$ cat config.mk
export PLATFORM = sky130hd
export DESIGN_NAME = tri_edge_scheduler
export DESIGN_NICKNAME = d
export VERILOG_FILES = /design/src/rtl/tri_edge_scheduler_pkg.sv /design/src/rtl/tri_vtx_sort.sv /design/src/rtl/tri_edge_scheduler.sv
export SDC_FILE = /design/constraint.sdc
export NUM_CORES = 1
export LEC_CHECK = 0
export ABC_CLOCK_PERIOD_IN_PS = 20500
export CORE_ASPECT_RATIO = 0.9
export CORE_UTILIZATION = 30
export DETAILED_ROUTE_END_ITERATION = 8
export PLACE_DENSITY_LB_ADDON = 0.25
export SETUP_SLACK_MARGIN = 0.1
export SLEW_MARGIN = 20
export SYNTH_ARGS = -nofsm -noshare
export SYNTH_HDL_FRONTEND = slang
export SYNTH_SLANG_ARGS = --single-unit
$ cat constraint.sdc
create_clock -name clk -period 20.5 [get_ports clk]
set_input_delay 6.15 -clock clk [delete_from_list [all_inputs] [get_ports clk]]
set_output_delay 6.15 -clock clk [all_outputs]
set_load 0.005 [all_outputs]
$ cat src/rtl/tri_edge_scheduler_pkg.sv
// Shared types for the triangle edge scheduler: FSM encoding, edge record, screen limits.
// Edge record widths match the scheduler's default vertex widths.
package tri_edge_scheduler_pkg;

    localparam int SCREEN_W = 320;
    localparam int SCREEN_H = 200;
    localparam int EDGE_XW  = 9;
    localparam int EDGE_YW  = 8;

    typedef enum logic [2:0] {
        ST_IDLE,
        ST_SORT,
        ST_ISSUE,
        ST_WAIT,
        ST_CMPL
    } state_t;

    typedef struct packed {
        logic [EDGE_XW-1:0] x1;
        logic [EDGE_XW-1:0] x2;
        logic [EDGE_YW-1:0] y1;
        logic [EDGE_YW-1:0] y2;
        logic               is_long;
    } edge_t;

    function automatic edge_t mk_edge(
        input logic [EDGE_XW-1:0] x1,
        input logic [EDGE_XW-1:0] x2,
        input logic [EDGE_YW-1:0] y1,
        input logic [EDGE_YW-1:0] y2,
        input logic               is_long
    );
        edge_t e;
        e.x1      = x1;
        e.x2      = x2;
        e.y1      = y1;
        e.y2      = y2;
        e.is_long = is_long;
        return e;
    endfunction

endpackage

$ cat src/rtl/tri_vtx_sort.sv
// Stable 3-vertex sort by Y (s0 = min); purely combinational, no backpressure.
module tri_vtx_sort #(
    parameter int XW = 9,
    parameter int YW = 8
) (
    input  logic [3*XW-1:0] in_x,
    input  logic [3*YW-1:0] in_y,
    output logic [3*XW-1:0] s_x,
    output logic [3*YW-1:0] s_y
);

    logic [XW-1:0] x [3];
    logic [YW-1:0] y [3];
    logic [XW-1:0] tx;
    logic [YW-1:0] ty;

    // Swapping only on strictly greater Y keeps equal-Y vertices in input order.
    always_comb begin
        for (int i = 0; i < 3; i++) begin
            x[i] = in_x[i*XW +: XW];
            y[i] = in_y[i*YW +: YW];
        end
        tx = '0;
        ty = '0;
        if (y[0] > y[1]) begin
            tx = x[0]; x[0] = x[1]; x[1] = tx;
            ty = y[0]; y[0] = y[1]; y[1] = ty;
        end
        if (y[1] > y[2]) begin
            tx = x[1]; x[1] = x[2]; x[2] = tx;
            ty = y[1]; y[1] = y[2]; y[2] = ty;
        end
        if (y[0] > y[1]) begin
            tx = x[0]; x[0] = x[1]; x[1] = tx;
            ty = y[0]; y[0] = y[1]; y[1] = ty;
        end
        s_x = {x[2], x[1], x[0]};
        s_y = {y[2], y[1], y[0]};
    end

endmodule

$ cat src/rtl/tri_edge_scheduler.sv
// Round-robin triangle intake, Y-sort and one-at-a-time edge issue to the edge-walker (SCAN_CLIP_EN adds Y clipping).
// Accept->ew_start 2 cycles, ew_done->next ew_start 2 cycles; requesters wait on req_ready while busy.
module tri_edge_scheduler
    import tri_edge_scheduler_pkg::*;
#(
    parameter int NUM_REQ  = 2,
    parameter int XW       = 9,
    parameter int YW       = 8,
    parameter int IDW      = 4,
    parameter int SCREEN_H = tri_edge_scheduler_pkg::SCREEN_H
) (
    input  logic                    clk,
    input  logic                    rst,
    input  logic [NUM_REQ-1:0]      req_valid,
    output logic [NUM_REQ-1:0]      req_ready,
    input  logic [NUM_REQ*3*XW-1:0] req_x,
    input  logic [NUM_REQ*3*YW-1:0] req_y,
    input  logic [NUM_REQ*IDW-1:0]  req_id,
    output logic                    ew_start,
    output logic [XW-1:0]           ew_x1,
    output logic [XW-1:0]           ew_x2,
    output logic [YW-1:0]           ew_y1,
    output logic [YW-1:0]           ew_y2,
    output logic                    ew_long,
    input  logic                    ew_done,
    output logic                    cmp_valid,
    output logic [IDW-1:0]          cmp_id,
    output logic [1:0]              cmp_edges,
    output logic                    busy
);

    localparam int PW = (NUM_REQ > 1) ? $clog2(NUM_REQ) : 1;
`ifdef SCAN_CLIP_EN
    localparam logic [EDGE_YW-1:0] CLIP_H = EDGE_YW'(SCREEN_H);
`endif

    state_t          state, nxt;
    logic [PW-1:0]   ptr, gnt_idx;
    logic            gnt_any;
    int              c;
    logic [3*XW-1:0] vx, sx;
    logic [3*YW-1:0] vy, sy;
    logic [IDW-1:0]  id_q;
    edge_t           cand [3];
    logic            cvld [3];
    edge_t           list_c [3];
    logic [1:0]      n_c;
    edge_t           edge_q [3];
    logic [1:0]      n_q, eidx;
    edge_t           ew_q;
    logic            done_q;

    tri_vtx_sort #(.XW(XW), .YW(YW)) u_sort (
        .in_x (vx),
        .in_y (vy),
        .s_x  (sx),
        .s_y  (sy)
    );

    // Descending scan so the lowest offset from the pointer wins.
    always_comb begin
        gnt_any = 1'b0;
        gnt_idx = '0;
        c       = 0;
        for (int k = NUM_REQ - 1; k >= 0; k--) begin
            c = int'(ptr) + k;
            if (c >= NUM_REQ) c = c - NUM_REQ;
            if (req_valid[c]) begin
                gnt_any = 1'b1;
                gnt_idx = PW'(c);
            end
        end
    end

    always_comb begin
        cand[0] = mk_edge(EDGE_XW'(sx[0 +: XW]), EDGE_XW'(sx[2*XW +: XW]),
                          EDGE_YW'(sy[0 +: YW]), EDGE_YW'(sy[2*YW +: YW]), 1'b1);
        cand[1] = mk_edge(EDGE_XW'(sx[0 +: XW]), EDGE_XW'(sx[XW +: XW]),
                          EDGE_YW'(sy[0 +: YW]), EDGE_YW'(sy[YW +: YW]), 1'b0);
        cand[2] = mk_edge(EDGE_XW'(sx[XW +: XW]), EDGE_XW'(sx[2*XW +: XW]),
                          EDGE_YW'(sy[YW +: YW]), EDGE_YW'(sy[2*YW +: YW]), 1'b0);
        for (int k = 0; k < 3; k++) begin
`ifdef SCAN_CLIP_EN
            if (cand[k].y2 >= CLIP_H) begin
                cand[k].y2 = CLIP_H - 1'b1;
                cand[k].x2 = cand[k].x1;
            end
            cvld[k] = (cand[k].y1 < CLIP_H) && (cand[k].y1 < cand[k].y2);
`else
            cvld[k] = cand[k].y1 < cand[k].y2;
`endif
        end
        n_c    = '0;
        list_c = '{default: '0};
        for (int k = 0; k < 3; k++) begin
            if (cvld[k]) begin
                list_c[n_c] = cand[k];
                n_c         = n_c + 2'd1;
            end
        end
    end

    always_ff @(posedge clk) begin
        if (!rst) state <= ST_IDLE;
        else      state <= nxt;
    end

    always_comb begin
        nxt       = state;
        req_ready = '0;
        ew_start  = 1'b0;
        cmp_valid = 1'b0;
        case (state)
            ST_IDLE: begin
                if (gnt_any) begin
                    req_ready[gnt_idx] = 1'b1;
                    nxt                = ST_SORT;
                end
            end
            ST_SORT:  nxt = (n_c == 2'd0) ? ST_CMPL : ST_ISSUE;
            ST_ISSUE: begin
                ew_start = 1'b1;
                nxt      = ST_WAIT;
            end
            ST_WAIT: begin
                if (done_q) nxt = ((eidx + 2'd1) < n_q) ? ST_ISSUE : ST_CMPL;
            end
            ST_CMPL: begin
                cmp_valid = 1'b1;
                nxt       = ST_IDLE;
            end
            default: nxt = ST_IDLE;
        endcase
    end

    // ew_done is registered so every hop through WAIT costs the same two cycles.
    always_ff @(posedge clk) begin
        if (!rst) begin
            ptr    <= '0;
            vx     <= '0;
            vy     <= '0;
            id_q   <= '0;
            edge_q <= '{default: '0};
            n_q    <= '0;
            eidx   <= '0;
            ew_q   <= '0;
            done_q <= 1'b0;
        end else begin
            done_q <= ew_done && (state == ST_WAIT);
            case (state)
                ST_IDLE: begin
                    if (gnt_any) begin
                        vx   <= req_x[int'(gnt_idx)*3*XW +: 3*XW];
                        vy   <= req_y[int'(gnt_idx)*3*YW +: 3*YW];
                        id_q <= req_id[int'(gnt_idx)*IDW +: IDW];
                        ptr  <= (int'(gnt_idx) == NUM_REQ - 1) ? '0 : gnt_idx + 1'b1;
                    end
                end
                ST_SORT: begin
                    edge_q <= list_c;
                    n_q    <= n_c;
                    eidx   <= '0;
                    if (n_c != 2'd0) ew_q <= list_c[0];
                end
                ST_WAIT: begin
                    if (done_q && ((eidx + 2'd1) < n_q)) begin
                        eidx <= eidx + 2'd1;
                        ew_q <= edge_q[eidx + 2'd1];
                    end
                end
                default: ;
            endcase
        end
    end

    assign ew_x1     = XW'(ew_q.x1);
    assign ew_x2     = XW'(ew_q.x2);
    assign ew_y1     = YW'(ew_q.y1);
    assign ew_y2     = YW'(ew_q.y2);
    assign ew_long   = ew_q.is_long;
    assign cmp_id    = id_q;
    assign cmp_edges = n_q;
    assign busy      = (state != ST_IDLE);

endmodule

==> flow_summary.yaml <==
status:
  status: "complete, no violations"
yosys:
  synth_top_area_frac: 0.331
  syn-cell-area_sq_mm: 0.0122
  synthTopCellsByArea: "dfxtp_1, mux2i_1, nor2_1"
  ys_warn_count: 0
  postSynthAreaPerCell_sq_um: 8.10
  yosysUniqueCellTypes: 87
  syn_nets: 1664
  synth_edf_count: 0
  netlist_instances: 1507
  synthArstFlopShare: 0
  ys.flop_type: "dfxtp_1"
  seq_area_frac_synth: 0.331
  ys_ff_latch: 202
  synth_top_cell_by_area: "dfxtp_1"
routing:
  routedWlPerCell_microns: 19.4
  postRouteAntennaNets: 0
  dr_total_vias: 11700
  first_pass_iters: 5
  drt_drc_violations_left: 0
  totalWireLength_microns: 41200
  via_per_inst: 5.50
  drt_first_iter_violations: 768
sta:
  setup-violations-final: 0
  hold_violations: 0
  min_period_ps: 14340
  max_freq_mhz: 69.7
  rsz0062_at_grt: "false"
  skew_ps: 19.1
  drv_slew: 0
  tns_ps: 0
  tightest_slew_ps: 1120
  min_period_over_period: 0.700
  maxSlewHeadroom: 0.241
clocking:
  htree_levels: 1
  clk_pin_slew_ps: 60
  cts-hold-fix-buffers: 0
  clock_latency_ps: 530
  post-cts-setup-buffer-count: 0
  numCtsBuffers: 24
  clockBufferDepth: 3
  ctsResizeCount: 0
  cts_tree: "done"
  cts-root-buf: "clkbuf_16"
  cts.sinks: 202
global_routing:
  antenna_found_initial: 0
  grt-ovfl-total: 0
  grt_use_total: 0.194
  grt_pass1_vias: 11300
  grt_max_degree: 112
  grt_pass1_wl_microns: 64900
die:
  die_width_microns: 215
  core_sq_mm: 0.0398
  io_pins: 161
  die_h_microns: 193
  fp-row-count: 69
  die_area_sq_mm: 0.0415
  initial_core_util: 0.307
critical_path:
  worstPathArrival_ps: 8190
  path_common_cell: "clkdlybuf4s50_1"
  crit_path_top_delay_cell: "buf_4"
  path_cells: "clkdlybuf4s50_1, inv_1, o21ai_4, buf_4, nor2_1, clkdlybuf4s50_1"
  worst_setup_path_end_kind: "output pin"
  critical_path_class: "input port to output pin"
  max_stage_delay_ps: 720
  crit_buf_inv: 4
  cp_top_family: "buffers and inverters"
  start_kind: "input port"
  cp_max_fo: 56
  required_ps: 14350
final_layout:
  fin_cells: 2128
  fin_util: 0.372
  fill_cells: 4054
  syn2layout_area_growth_pct: 21.3
  nets: 1737
  layout-drive-gt1-share: 0.0739
  antenna_cells: 0
place:
  hpwl_microns: 27500
  portBuffers: 160
  place_inst: 2086
  place.gp.congestion: 0.891
hold_path:
  hold_path_class: "register to register"
run:
  cap_violations: 0
[cell type report]
cell class | instances | area (sq um) | area share
Multi-Input combinational cell | 1126 | 7420 | 0.502
Timing Repair Buffer | 176 | 1720 | 0.116
Clock buffer | 32 | 661 | 0.0447
Inverter | 50 | 189 | 0.0128
Clock inverter | 10 | 88.8 | 0.00601
Tap cell | 532 | 666 | 0.0450
Sequential cell | 202 | 4050 | 0.273
[worst min-delay path: cells and delay by family, from the launching register on]
kind             cells  cell delay [ps]
AO/OA/AOI/OAI        1               50
AND/OR/NAND/NOR      1               50
flip-flops           1              310
[placed cells by master (no fill, tap or decap), types with 8 or more instances in the layout]
master           netlist  routed
clkbuf_16              0      24
o2bb2ai_1             16      16
a22oi_1               34      33
a21oi_1              117     117
a31oi_1               14      14
o21ai_0              101     101
a22o_1                16      16
a221oi_1              49      49
buf_4                 10      16
o31ai_1               10      10
a32o_1                10      10
clkinv_2               0       8
nand3_1               46      46
nor3_1                13      13
a211oi_1              68      68
ha_1                  42      42
nor2_1               184     183
dfxtp_1              202     201
nand2_1              137     137
a21o_1                11      11
mux2_2                14      14
inv_1                 48      48
mux2i_1              111     110
clkdlybuf4s50_1        0     160
[cell usage after synthesis (3+ instances only)]
cell type,n
dfxtp_1,202
nor2_1,184
nand2_1,137
a21oi_1,117
mux2i_1,111
o21ai_0,101
clkbuf_1,80
a211oi_1,68
a221oi_1,49
inv_1,48
nand3_1,46
ha_1,42
a22oi_1,34
buf_2,17
a22o_1,16
buf_1,16
o2bb2ai_1,16
a31oi_1,14
mux2_2,14
nor3_1,13
a21o_1,11
a32o_1,10
buf_4,10
o31ai_1,10
a211o_1,7
and2_1,7
and3_1,7
nand2b_1,7
o211ai_1,7
o21ai_1,7
buf_6,6
a311oi_1,5
nand4_1,5
nor2b_1,4
o221ai_1,4
and4_1,3
o21ai_2,3
o32ai_1,3
[metal layers]
layer  vias to the layer above  global-route usage  routed length (microns)
li1                       5685                   -                        -
met1                      5631               0.255                    18800
met2                       316               0.332                    19600
met3                        68              0.0198                     1690
met4                         0              0.0587                     1180
met5                         -                   0                        0
[sequential cells by signal, summed over array words and instances, names as in the netlist, 2 cells and up]
| register | count |
|---|---|
| cmp_edges | 2 |
| cmp_id | 4 |
| edge_q | 103 |
| eidx | 2 |
| ew_x1 | 9 |
| ew_x2 | 9 |
| ew_y1 | 8 |
| ew_y2 | 8 |
| state | 3 |
| vx | 27 |
| vy | 24 |
[through the flow]
step                      cell area, sq um  hold slack (ps)  worst slack (ps)
after global routing                 14800              475              6010
after detailed placement             14000              446              6140
after floorplan                      12200              432              6960
after global placement               14000              438              6140
after CTS                            14800              452              6130
final                                14800              451              6160
[worst paths after layout]
path           startpoint           end  slack, ps  depth (start not counted)
max          req_valid[0]  req_ready[1]       6160                          6
min             edge_q[6]     edge_q[6]        450                          2
max reg2reg        vy[10]      ew_y2[1]       8800                         40
min reg2reg     edge_q[6]     edge_q[6]        450                          2
[cells by family after synthesis]
family | Yosys count | synth area share
AO/OA/AOI/OAI | 505 | 0.284
AND/OR/NAND/NOR | 450 | 0.170
flip-flops | 202 | 0.331
buffers and inverters | 179 | 0.0636
multiplexers | 127 | 0.106
adder cells (fa/ha/maj) | 42 | 0.0431
XOR/XNOR | 2 | 0.00144
Power is left out: the tool's default activity adds up to more than one toggle a clock period on the data nets, which glitch-free logic cannot reach.
